## src/rtl/rr_mux_reg_if.sv

```systemverilog
// Handshake/bus bundle for rr_mux_reg.
//   in_valid/in_data/in_ready : N_IN request channels (channel i at [i*WIDTH +: WIDTH])
//   fixed_en/fixed_sel        : fixed-select mode control
//   out_valid/out_data/out_src/out_ready : registered output handshake
// master = upstream producers + downstream consumer side, slave = the mux.
interface rr_mux_reg_if #(
  parameter int N_IN  = 4,
  parameter int WIDTH = 32
);
  localparam int SEL_W = $clog2(N_IN);

  logic [N_IN-1:0]       in_valid;
  logic [N_IN*WIDTH-1:0] in_data;
  logic [N_IN-1:0]       in_ready;
  logic                  fixed_en;
  logic [SEL_W-1:0]      fixed_sel;
  logic                  out_valid;
  logic [WIDTH-1:0]      out_data;
  logic [SEL_W-1:0]      out_src;
  logic                  out_ready;

  modport master (
    output in_valid, in_data, fixed_en, fixed_sel, out_ready,
    input  in_ready, out_valid, out_data, out_src
  );

  modport slave (
    input  in_valid, in_data, fixed_en, fixed_sel, out_ready,
    output in_ready, out_valid, out_data, out_src
  );
endinterface

```

## src/rtl/rr_mux_reg.sv

```systemverilog
// rr_mux_reg: N_IN:1 selector with a one-entry registered output.
// Picks a requesting channel by round-robin (fixed_en=0) or by fixed_sel
// (fixed_en=1) and captures it into out_data/out_src with 1-cycle latency.
// Ports:
//   clk     : rising-edge clock
//   reset_n : asynchronous active-low reset
//   bus     : rr_mux_reg_if.slave (input channels, mode control, output handshake)
module rr_mux_reg #(
  parameter int N_IN  = 4,
  parameter int WIDTH = 32
) (
  input  logic        clk,
  input  logic        reset_n,
  rr_mux_reg_if.slave bus
);
  localparam int SEL_W = $clog2(N_IN);

  logic [SEL_W-1:0] rr_ptr;
  logic             load;
  logic             grant_valid;
  logic [SEL_W-1:0] grant_idx;
  logic [WIDTH-1:0] grant_data;
  logic [N_IN-1:0]  ready_vec;

  // Register can accept whenever it is empty or being drained this cycle.
  assign load = !bus.out_valid || bus.out_ready;

  // Round-robin is done as two ascending passes: channels >= rr_ptr first,
  // then the wrapped-around channels < rr_ptr. Constant indices only, so an
  // out-of-range fixed_sel simply matches nothing.
  always_comb begin
    grant_valid = 1'b0;
    grant_idx   = '0;
    if (bus.fixed_en) begin
      for (int unsigned i = 0; i < N_IN; i++) begin
        if (bus.in_valid[i] && (bus.fixed_sel == SEL_W'(i))) begin
          grant_valid = 1'b1;
          grant_idx   = SEL_W'(i);
        end
      end
    end else begin
      for (int unsigned i = 0; i < N_IN; i++) begin
        if (!grant_valid && bus.in_valid[i] && (SEL_W'(i) >= rr_ptr)) begin
          grant_valid = 1'b1;
          grant_idx   = SEL_W'(i);
        end
      end
      for (int unsigned i = 0; i < N_IN; i++) begin
        if (!grant_valid && bus.in_valid[i] && (SEL_W'(i) < rr_ptr)) begin
          grant_valid = 1'b1;
          grant_idx   = SEL_W'(i);
        end
      end
    end
  end

  always_comb begin
    grant_data = '0;
    for (int unsigned i = 0; i < N_IN; i++) begin
      if (grant_idx == SEL_W'(i)) begin
        grant_data = bus.in_data[i*WIDTH +: WIDTH];
      end
    end
  end

  // in_ready held low throughout reset so no handshake can complete.
  always_comb begin
    ready_vec = '0;
    if (reset_n && load && grant_valid) begin
      for (int unsigned i = 0; i < N_IN; i++) begin
        if (grant_idx == SEL_W'(i)) begin
          ready_vec[i] = 1'b1;
        end
      end
    end
  end

  assign bus.in_ready = ready_vec;

  always_ff @(posedge clk or negedge reset_n) begin
    if (!reset_n) begin
      bus.out_valid <= 1'b0;
      bus.out_data  <= '0;
      bus.out_src   <= '0;
      rr_ptr        <= '0;
    end else if (load) begin
      if (grant_valid) begin
        bus.out_valid <= 1'b1;
        bus.out_data  <= grant_data;
        bus.out_src   <= grant_idx;
        if (!bus.fixed_en) begin
          rr_ptr <= (grant_idx == SEL_W'(N_IN - 1)) ? '0 : grant_idx + SEL_W'(1);
        end
      end else begin
        bus.out_valid <= 1'b0;
      end
    end
  end
endmodule

```

## src/flat_wrapper.sv

```systemverilog
// flat-port wrapper written by rule: the top's interface ports become plain ports
module rr_mux_reg_flat 
#(
  parameter int N_IN  = 4,
  parameter int WIDTH = 32
)
  (clk, reset_n, bus_in_valid, bus_in_data, bus_fixed_en, bus_fixed_sel, bus_out_ready, bus_in_ready, bus_out_valid, bus_out_data, bus_out_src);
  rr_mux_reg_if #(.N_IN(N_IN), .WIDTH(WIDTH)) bus_i ();
  input  logic clk;
  input  logic reset_n;
  input wire logic [$bits(bus_i.in_valid)-1:0] bus_in_valid;
  input wire logic [$bits(bus_i.in_data)-1:0] bus_in_data;
  input wire logic [$bits(bus_i.fixed_en)-1:0] bus_fixed_en;
  input wire logic [$bits(bus_i.fixed_sel)-1:0] bus_fixed_sel;
  input wire logic [$bits(bus_i.out_ready)-1:0] bus_out_ready;
  output wire logic [$bits(bus_i.in_ready)-1:0] bus_in_ready;
  output wire logic [$bits(bus_i.out_valid)-1:0] bus_out_valid;
  output wire logic [$bits(bus_i.out_data)-1:0] bus_out_data;
  output wire logic [$bits(bus_i.out_src)-1:0] bus_out_src;
  assign bus_i.in_valid = bus_in_valid;
  assign bus_i.in_data = bus_in_data;
  assign bus_i.fixed_en = bus_fixed_en;
  assign bus_i.fixed_sel = bus_fixed_sel;
  assign bus_i.out_ready = bus_out_ready;
  assign bus_in_ready = bus_i.in_ready;
  assign bus_out_valid = bus_i.out_valid;
  assign bus_out_data = bus_i.out_data;
  assign bus_out_src = bus_i.out_src;
  rr_mux_reg #(.N_IN(N_IN), .WIDTH(WIDTH)) u_core (.clk(clk), .reset_n(reset_n), .bus(bus_i));
endmodule
```

## config.mk

```make
export PLATFORM = sky130hd
export DESIGN_NAME = rr_mux_reg_flat
export DESIGN_NICKNAME = d
export VERILOG_FILES = /design/src/rtl/rr_mux_reg_if.sv /design/src/rtl/rr_mux_reg.sv /design/src/flat_wrapper.sv
export SDC_FILE = /design/constraint.sdc
export NUM_CORES = 1
export LEC_CHECK = 0
export CAP_MARGIN = 25
export CORE_UTILIZATION = 25
export DETAILED_ROUTE_END_ITERATION = 8
export HOLD_SLACK_MARGIN = 0.08
export PLACE_DENSITY_LB_ADDON = 0.05
export SLEW_MARGIN = 10
export SYNTH_ARGS = -nofsm -noshare
export SYNTH_HDL_FRONTEND = slang
export SYNTH_SLANG_ARGS = --single-unit
```

## constraint.sdc

```tcl
create_clock -name clk -period 2.67 [get_ports clk]
set_input_delay 0.534 -clock clk [delete_from_list [all_inputs] [get_ports clk]]
set_output_delay 0.534 -clock clk [all_outputs]
set_load 0.02 [all_outputs]
```

# After elaboration in Yosys (flattened, before gate mapping)

Index checks and enable logic that the tools add are counted.

Add/sub/neg operators: 1
Eq/ne operators: 6
Multiplexer cells: 42
Order comparisons: 8
Reduce and logical (&&, ||, !) cells: 34
Bitwise operators: 1

Operator list:

| cell                                                              | number |
|---|---|
| two-way mux 32 bit                                                | 4 |
| two-way mux 1 bit                                                 | 27 |
| logical AND 1 bit                                                 | 21 |
| two-way mux 2 bit                                                 | 10 |
| equality test 2 bit (second input constant)                       | 4 |
| zero test 1 bit                                                   | 8 |
| equality test 2 x 1 -> 1 bit (second input constant)              | 2 |
| greater-or-equal comparator 1 x 2 -> 1 bit (first input constant) | 2 |
| greater-or-equal comparator 2 bit (first input constant)          | 2 |
| zero test 2 bit                                                   | 2 |
| less-than comparator 1 x 2 -> 1 bit (first input constant)        | 2 |
| less-than comparator 2 bit (first input constant)                 | 2 |
| two-way mux 4 bit                                                 | 1 |
| AND reduction 3 bit                                               | 1 |
| adder 2 x 1 -> 2 bit (second input constant)                      | 1 |
| AND reduction 2 bit                                               | 1 |
| logical OR 1 bit                                                  | 1 |
| inverter 1 bit                                                    | 1 |

Logic and storage cells: 96
Bits of input ports: 138
Register bits after elaboration: 37
Output and inout port bits: 39

# Depth between registers and ports, before layout

Gate-level depths: netlist (run 1).

Depth after elaboration: 44
Mapped depth: 11
Depth with buffers taken out: 9

# Worst setup path after synthesis (run 1)

Ideal clock, no wire load.

Path type: input to output
Start point: in bus_in_valid[2]
End point: out bus_in_ready[3]
Data required time: 2136 ps
Path buffers: 2
Stages on the path: 7
Slack: -258 ps
Arrival: 2394 ps
Cell sequence: or2b_1 > a21boi_0 > o41ai_1 > ha_1 > clkbuf_1 > clkbuf_1 > and3_1

Word-level cells in the longest chain between the ends: 32
Elaborated cells between the ends (all ways): 45

RTL lines:

| item                            | RTL line           | text |
|---|---|---|
| from (decl)                     | flat_wrapper.sv:11 | `input wire logic [$bits(bus_i.in_valid)-1:0] bus_in_valid;` |
| logical AND 1 bit (2 in series) | rr_mux_reg.sv:43   | `if (!grant_valid && bus.in_valid[i] && (SEL_W'(i) >= rr_ptr)) begin` |
| two-way mux 1 bit               | rr_mux_reg.sv:43   |  |
| two-way mux 1 bit               | rr_mux_reg.sv:34   | `if (bus.fixed_en) begin` |
| zero test 1 bit                 | rr_mux_reg.sv:43   |  |
| logical AND 1 bit (2 in series) | rr_mux_reg.sv:43   |  |
| two-way mux 1 bit               | rr_mux_reg.sv:43   |  |
| two-way mux 1 bit               | rr_mux_reg.sv:34   |  |
| zero test 1 bit                 | rr_mux_reg.sv:49   | `if (!grant_valid && bus.in_valid[i] && (SEL_W'(i) < rr_ptr)) begin` |
| (+14 left out)                  | -                  |  |
| zero test 1 bit                 | rr_mux_reg.sv:49   |  |
| logical AND 1 bit (2 in series) | rr_mux_reg.sv:49   |  |
| two-way mux 2 bit               | rr_mux_reg.sv:49   |  |
| two-way mux 2 bit *             | rr_mux_reg.sv:34   |  |
| via u_core.grant_idx[0]         | rr_mux_reg.sv:21   | `logic [SEL_W-1:0] grant_idx;` |
| equality test 2 bit *           | rr_mux_reg.sv:71   | `if (grant_idx == SEL_W'(i)) begin` |
| two-way mux 1 bit *             | rr_mux_reg.sv:71   |  |
| two-way mux 4 bit *             | rr_mux_reg.sv:69   | `if (reset_n && load && grant_valid) begin` |
| to (decl)                       | flat_wrapper.sv:16 | `output wire logic [$bits(bus_i.in_ready)-1:0] bus_in_ready;` |

The timed path passes the listed nets; every way through them passes the cells marked *. The select of a mux whose other input is x is not followed.

# Worst setup path in the final report (run 1)

Start point: in bus_fixed_sel[1]
End point: out bus_in_ready[3]

Word-level cells in the longest chain between the ends: 9
Elaborated cells between the ends (all ways): 21

RTL lines:

| item                         | RTL line           | text |
|---|---|---|
| from (decl)                  | flat_wrapper.sv:14 | `input wire logic [$bits(bus_i.fixed_sel)-1:0] bus_fixed_sel;` |
| equality test 2 x 1 -> 1 bit | rr_mux_reg.sv:36   | `if (bus.in_valid[i] && (bus.fixed_sel == SEL_W'(i))) begin` |
| logical AND 1 bit            | rr_mux_reg.sv:36   |  |
| two-way mux 1 bit            | rr_mux_reg.sv:36   |  |
| two-way mux 2 bit            | rr_mux_reg.sv:36   |  |
| two-way mux 2 bit *          | rr_mux_reg.sv:36   |  |
| two-way mux 2 bit *          | rr_mux_reg.sv:34   |  |
| via u_core.grant_idx[0]      | rr_mux_reg.sv:21   |  |
| equality test 2 bit *        | rr_mux_reg.sv:71   |  |
| two-way mux 1 bit *          | rr_mux_reg.sv:71   |  |
| two-way mux 4 bit *          | rr_mux_reg.sv:69   |  |

The timed path passes the listed nets; every way through them passes the cells marked *.

==> results by group, run 1 <==
STA
  – Worst Tran Pin Value: 492 ps
  – Hold Vio Cnt, Final: 0
  – Post-Route Skew: 8.72 ps
  – Max-slew violation count: 0
  – PnR worst setup slack: 96.7 ps
  – TNS Setup: 0 ps
  – Setup Viol. Count Final: 0
  – Tcrit/Tclk final: 96.4%
  – Min Tclk post-route: 2570 ps
  – Fmax: 389 MHz
  – Slew margin rel.: 67.2%
  – Worst hold slack: 285 ps
  – RSZ-0062 raised after global routing: no

Worst setup path
  – Slowest-stage cell, CP: mux2_4
  – CP Cell Sequence: dlygate4sd2_1 > mux2_4 > nand3_2 > o41ai_4 > buf_4 > buf_4 > ha_2 > and3_1 > buf_4
  – Worst Path Required: 2140 ps
  – Worst Path Buf+Inv: 4
  – Reg-to-Reg Start: u_core.rr_ptr[0]
  – Critical Path End Type: output pin
  – RR Endpoint: u_core.bus.out_data[5]
  – Worst R2R Path Depth: 11
  – CP Launch Type: input pin
  – Flop-to-flop setup slack: 160 ps
  – Kind of critical path: in2out
  – CP top delay family: buffers and inverters
  – Crit path largest cell delay: 310 ps
  – CP most frequent cell: buf_4
  – Critical path arrival: 2040 ps
  – Critical Path Fanout Max: 4

Logic synthesis
  – Largest family of logic cells by synthesized area: compound AO/OA/AOI/OAI gates
  – Post-Synth XOR/XNOR Area: 0%
  – Synth cell types: 30
  – Number of synthesis warnings: 0
  – Synth top cells by count: dfrtp_1, nand2_1, nor2b_1, o31ai_1, a221oi_1
  – Top-count cell post-synth: dfrtp_1
  – Mux contribution to synthesized area: 19.0%
  – Synth Flop Type: dfrtp_1
  – Post-Syn Nets: 415
  – Mapped Area: 0.00271 mm2
  – Post-synthesis simple-gate area fraction: 17.2%
  – Compound-Gate Fraction of Synth Area: 22.9%
  – Syn Area/Cell: 9.93 um2
  – Post-Synth Adder-Cell Area: 1.85%
  – Yosys top cell area share: 34.2%
  – Post-synth EDFFs: 0
  – Post-Synthesis Cells: 273
  – Seq/Total Area, Yosys: 34.2%
  – Area contributors post-synth: dfrtp_1, mux2_4, a221oi_1
  – Number of synthesized register bits: 37
  – Cell taking the most area after synthesis: dfrtp_1
  – Async S/R FF share, synth: 100%

Power
  – Cell Int Power: 2.36 mW
  – Psw: 1.41 mW
  – P_leak: 2.08 nW
  – Pwr per Cell Area: 729 mW/mm2
  – Reg power frac: 25.7%
  – Comb power frac: 63.8%
  – Switching share of power: 37.4%
  – Clock power frac: 10.5%
  – VDD IR max: 259 uV

Layout
  – Layout area overhead: 91.1%
  – # diodes: 0
  – Fraction of layout cells with a size suffix above 1: 28.2%
  – Nets: 607
  – Finished Layout Cells: 601
  – Post-route cell area: 0.00518 mm2

Global routing
  – Initial antenna violation count: 0
  – Grt ovf: 0
  – Met2 GRT Util: 30.1%
  – First-pass GRT wire length: 14.8 mm
  – Grt met3 use: 4.11%
  – Pin count of the biggest net entering global routing: 65
  – Total GRT Usage: 16.7%
  – Vias in the first global route: 2935
  – Grt peak-use layer: met2
  – GR Util met1: 20.0%

Clocking
  – Clock buffer depth: 2
  – Hold buffer count at CTS: 0
  – Clock sinks: 37
  – Clk_lat worst skew: 280 ps
  – CTS tree: done
  – Clk root buf: clkbuf_8
  – Clock slew at reported path FFs: 80 ps
  – H-tree Lvls: 2
  – CTS buffer count: 5

Floorplanning
  – Die height: 106 um
  – Die Footprint: 0.0113 mm2
  – Initial core utilization: 26.0%
  – IO Pins: 177
  – Cell Rows: 37
  – Core area: 0.0104 mm2
  – Die X-Extent: 106 um

Route
  – Via count: 2888
  – Total Routed Length: 9.71 mm
  – WL per Instance: 16.2 um
  – DR pass1 iterations: 4
  – Initial DRC count: 71
  – Post-route DRC: 0
  – Mean number of vias per cell: 4.81
  – ANT nets after route: 0

Status
  – Status: finished clean

Placed design
  – Pre-CTS WS: -910 ps
  – RD Place Congestion: 0.805
  – I/O Buffers: 176
  – DP HPWL: 7.21 mm
  – Placed standard-cell area: 0.00475 mm2
  – Dpl cells: 589

Hold path
  – Hold Path Class: in2async

Flow run
  – Maxcap violations: 0
==> what timing repair did <==
action | 4_1_cts | 5_1_grt
pin swaps | 5 | 12
gates cloned | 0 | 2
resized for setup | 64 | 33
setup endpoints to repair | 36 | 36
buffers inserted | 2 | 2
==> worst max-delay path by stage <==
stage / startpoint / end / cells past startpoint
6_report: bus_fixed_sel[1] / bus_in_ready[3] / 9
5_1_grt: bus_in_valid[0] / u_core.bus.out_data[31] / 12
4_1_cts: bus_in_valid[2] / u_core.bus.out_data[0] / 11
3_5_place_dp: bus_in_valid[3] / bus_in_ready[3] / 8
3_3_place_gp: bus_in_valid[3] / bus_in_ready[3] / 8
2_1_floorplan: bus_in_valid[2] / bus_in_ready[3] / 7
==> worst reg2reg max path, cell delays in order (launching register included) <==
cell and delay (ps):
dfrtp_1 420, nand2b_1 170, a21oi_1 80, o211a_1 230, or2_4 260, ha_4 180
buf_12 120, nor2b_4 250, buf_6 200, a221oi_1 90, o31ai_1 260, mux2_2 190
==> final cells by class <==
class / instances / area (um2)
Timing Repair Buffer: 209 / 2040
Clock buffer: 7 / 86.3
Multi-Input combinational cell: 207 / 1940
Inverter: 5 / 18.8
Sequential cell: 37 / 926
Fill cell: 1002 / 5240
Tap cell: 136 / 170
==> cells in the final DEF (no fill, tap or decap), types with 2 or more instances in the layout <==
cell               n
a21oi_1            5
a21oi_2            2
a221oi_1          10
a221oi_2          19
a221oi_4           2
a22o_1             2
and3_1             3
and3_4             2
buf_2              3
buf_4             25
buf_6              8
clkbuf_2           2
clkbuf_8           6
clkdlybuf4s50_1  164
dfrtp_1           37
dlygate4sd2_1      3
ha_2               2
ha_4               2
inv_1              4
mux2_2             8
mux2_4            27
nand2_1           33
nand2b_1           3
nor2_1             3
nor2_4             2
nor2b_1           31
o21ai_0            3
o31ai_1           26
o31ai_2            6
or2b_1             2
==> metal layers <==
metal	up-vias	wire length [um]
met5	-	0
met4	0	45
met3	4	605
met2	94	4950
met1	1385	4120
li1	1405	-
==> cell families after synthesis <==
group | count (synthesis)
AO/OA/AOI/OAI | 79
adder cells (fa/ha/maj) | 4
buffers and inverters | 29
flip-flops | 37
multiplexers | 36
AND/OR/NAND/NOR | 88
==> registers in the layout (all words and copies together), names as in the netlist <==
register,cells
u_core.bus.out_data,32
u_core.bus.out_valid,1
u_core.bus.out_src,2
u_core.rr_ptr,2
==> through the flow <==
stage / util, % / power, mW
4_1_cts: 48.1 / 3.70
3_3_place_gp: 45.6 / 3.18
6_report: 49.7 / 3.78
2_1_floorplan: - / 2.17
3_5_place_dp: 45.6 / 3.18
5_1_grt: 49.7 / 4.01
==> power groups by stage <==
| stage | clock [mW] | combinational (mW) | sequential, mW |
|---|---|---|---|
| after floorplan | 0 | 0.894 | 1.28 |
| after global placement | 0 | 2.21 | 0.968 |
| after detailed placement | 0 | 2.20 | 0.979 |
| after CTS | 0.416 | 2.31 | 0.975 |
| after global routing | 0.433 | 2.57 | 1.01 |
| final | 0.397 | 2.41 | 0.973 |
No activity file was read; power rests on OpenSTA's default activity.
==> run 2, diff against run 1 <==
- CORE_UTILIZATION: 25 -> 33
- HOLD_SLACK_MARGIN: 0.08 -> unset
==> run 2 against run 1 <==
Compared with the run above: worst setup slack worse by 34 ps; count of clock-buffer cells in the layout down 2; sequential cell count did not move; combinational power is 5% lower; non-clock buffer count is 8 lower; utilization up 14 points; critical path depth is 2 lower; sequential power hardly changed; first-iteration DRC count rose by 55%; via count barely moved; total power rose by 1.4%; critical endpoint is now bus_in_ready[1]; largest cell class unchanged; highest routed layer unchanged.
==> results by group, run 2 (same netlist as run 1, synthesis figures left out) <==
Floorplanning
  – Die Footprint: 0.00858 mm2 (was 0.0113 mm2)
  – IO Pins: 177 (unchanged)
  – Core area: 0.00785 mm2 (was 0.0104 mm2)
  – Die height: 92.6 um (was 106 um)
  – Die X-Extent: 92.6 um (was 106 um)
  – Initial core utilization: 34.5% (was 26.0%)
  – Cell Rows: 32 (was 37)

Clocking
  – Clk root buf: clkbuf_8 (unchanged)
  – Hold buffer count at CTS: 0 (unchanged)
  – CTS tree: done (unchanged)
  – Clk_lat worst skew: 280 ps (about the same)
  – H-tree Lvls: 2 (unchanged)
  – Clock slew at reported path FFs: 80 ps (about the same)
  – CTS buffer count: 5 (unchanged)
  – Clock sinks: 37 (unchanged)
  – Clock buffer depth: 2 (unchanged)

Route
  – ANT nets after route: 0 (unchanged)
  – Post-route DRC: 0 (unchanged)
  – Mean number of vias per cell: 5.16 (was 4.81)
  – WL per Instance: 16.1 um (was 16.2 um)
  – Initial DRC count: 110 (was 71)
  – DR pass1 iterations: 4 (unchanged)
  – Via count: 2889 (was 2888)
  – Total Routed Length: 9.01 mm (was 9.71 mm)

STA
  – Slew margin rel.: 68.2% (was 67.2%)
  – Post-Route Skew: 5.45 ps (was 8.72 ps)
  – Worst hold slack: 96.3 ps (was 285 ps)
  – Min Tclk post-route: 2610 ps (was 2570 ps)
  – Setup Viol. Count Final: 0 (unchanged)
  – Worst Tran Pin Value: 477 ps (was 492 ps)
  – Tcrit/Tclk final: 97.6% (was 96.4%)
  – Hold Vio Cnt, Final: 0 (unchanged)
  – Max-slew violation count: 0 (unchanged)
  – PnR worst setup slack: 62.9 ps (was 96.7 ps)
  – Fmax: 384 MHz (was 389 MHz)

Global routing
  – Pin count of the biggest net entering global routing: 65 (unchanged)
  – Vias in the first global route: 2952 (was 2935)
  – First-pass GRT wire length: 14.5 mm (was 14.8 mm)
  – Initial antenna violation count: 0 (unchanged)
  – Total GRT Usage: 21.2% (was 16.7%)
  – Grt ovf: 0 (unchanged)

Layout
  – Post-route cell area: 0.00497 mm2 (was 0.00518 mm2)
  – Final Util: 63.3% (was 49.7%)
  – Commonest non-fill, non-tap cell in the layout: clkdlybuf4s50_1 (unchanged)
  – Commonest non-fill, non-tap cells in the layout: clkdlybuf4s50_1, dfrtp_1, nand2_1 (unchanged)
  – Nets: 599 (was 607)
  – Most flop-heavy register: u_core.bus.out_data (unchanged)
  – Largest regs: u_core.bus.out_data (32), u_core.bus.out_src (2), u_core.rr_ptr (2) (unchanged)
  – Layout area overhead: 83.4% (was 91.1%)
  – # diodes: 0 (unchanged)
  – Fillers: 683 (was 1002)
  – Fraction of layout cells with a size suffix above 1: 21.8% (was 28.2%)
  – Max reg flops: 32 (unchanged)

Status
  – Status: finished clean (unchanged)

Worst setup path
  – CP most frequent cell: buf_4 (unchanged)
  – CP Cell Sequence: dlygate4sd2_1 > buf_4 > or4_4 > o21ai_4 > nor2_4 > and3_1 > buf_4 (was dlygate4sd2_1 > mux2_4 > nand3_2 > o41ai_4 > buf_4 > buf_4 > ha_2 > and3_1 > buf_4)
  – Worst Path Buf+Inv: 3 (was 4)
  – Flop-to-flop setup slack: 240 ps (was 160 ps)
  – Critical Path Fanout Max: 6 (was 4)
  – Kind of critical path: in2out (unchanged)
  – CP top delay family: simple AND/OR/NAND/NOR gates (was buffers and inverters)
  – Critical path arrival: 2070 ps (was 2040 ps)
  – Worst Path Required: 2140 ps (about the same)
  – RR Endpoint: u_core.bus.out_data[4] (was u_core.bus.out_data[5])
  – Worst R2R Path Depth: 10 (was 11)
  – Crit path largest cell delay: 540 ps (was 310 ps)
  – Critical Path End Type: output pin (unchanged)
  – Reg-to-Reg Start: u_core.rr_ptr[0] (unchanged)
  – Slowest-stage cell, CP: or4_4 (was mux2_4)
  – CP Launch Type: input pin (unchanged)

Power
  – Pwr per Cell Area: 770 mW/mm2 (was 729 mW/mm2)
  – P_leak: 2.02 nW (was 2.08 nW)
  – Total power draw: 3.83 mW (was 3.78 mW)
  – VDD IR max: 342 uV (was 259 uV)

Placed design
  – RD Place Congestion: 0.779 (was 0.805)
  – I/O Buffers: 176 (unchanged)
  – Pre-CTS WS: -773 ps (was -910 ps)
  – Placed standard-cell area: 0.00472 mm2 (was 0.00475 mm2)
  – DP HPWL: 6.62 mm (was 7.21 mm)

Flow run
  – Maxcap violations: 0 (unchanged)

Hold path
  – Hold Path Class: in2async (unchanged)
run 2: cell count changes in the layout (fill, tap and decap cells not counted), moves of 2 or more:
cell	before	now
bufinv_16	0	2
o31ai_2	6	0
buf_12	1	5
a221oi_4	2	0
buf_4	25	21
buf_2	3	1
a221oi_2	19	8
dlygate4sd2_1	3	6
a221oi_1	10	23
buf_6	8	1
o31ai_1	26	32
run 2: where the power goes:
group,switching (mW),internal [mW]
Sequential,0.155,0.820
Combinational,0.992,1.29
Clock,0.205,0.371
run 2: per-stage QoR:
stage	setup TNS [ps]	std cells
2_1_floorplan	-19.4	273
3_3_place_gp	-20800	550
3_5_place_dp	-23200	550
4_1_cts	0	559
5_1_grt	-18.8	560
6_report	0	560
run 2: timing repair:
action	4_1_cts	5_1_grt
setup buffers	1	1
setup endpoints to repair	36	36
pin swaps	4	3
resized for setup	42	12
run 2: final cells by class:
cell class	instances	area (um2)	share of cell area, %
Sequential cell	37	926	18.6
Clock inverter	3	65.1	1.31
Timing Repair Buffer	201	2000	40.3
Tap cell	102	128	2.57
Clock buffer	5	68.8	1.38
Inverter	5	18.8	0.378
Multi-Input combinational cell	207	1760	35.4
run 2: routing by layer:
metal,vias to the layer above,GRT usage (%),routed length [um]
li1,1388,-,-
met1,1363,25.7,3750
met2,119,36.2,4340
met3,19,5.91,715
met4,0,6.92,208
met5,-,0,0
run 2: worst max-delay path by stage:
stage | to | from | depth (start not counted)
after global routing | bus_in_ready[1] | bus_in_valid[2] | 7
after global placement | bus_in_ready[0] | bus_in_valid[2] | 9
after detailed placement | bus_in_ready[0] | bus_in_valid[2] | 9
after CTS | bus_in_ready[1] | bus_in_valid[3] | 8
final | bus_in_ready[1] | bus_in_valid[2] | 7
after floorplan | bus_in_ready[3] | bus_in_valid[2] | 7
run 2: worst reg2reg max path, stage by stage, from the launching register on:
cell	delay, ps
dfrtp_1	410
nand2b_1	160
a21oi_1	80
o211a_1	260
or2_4	260
ha_2	190
buf_8	130
buf_8	160
a221oi_1	270
o31ai_1	110
mux2_2	280
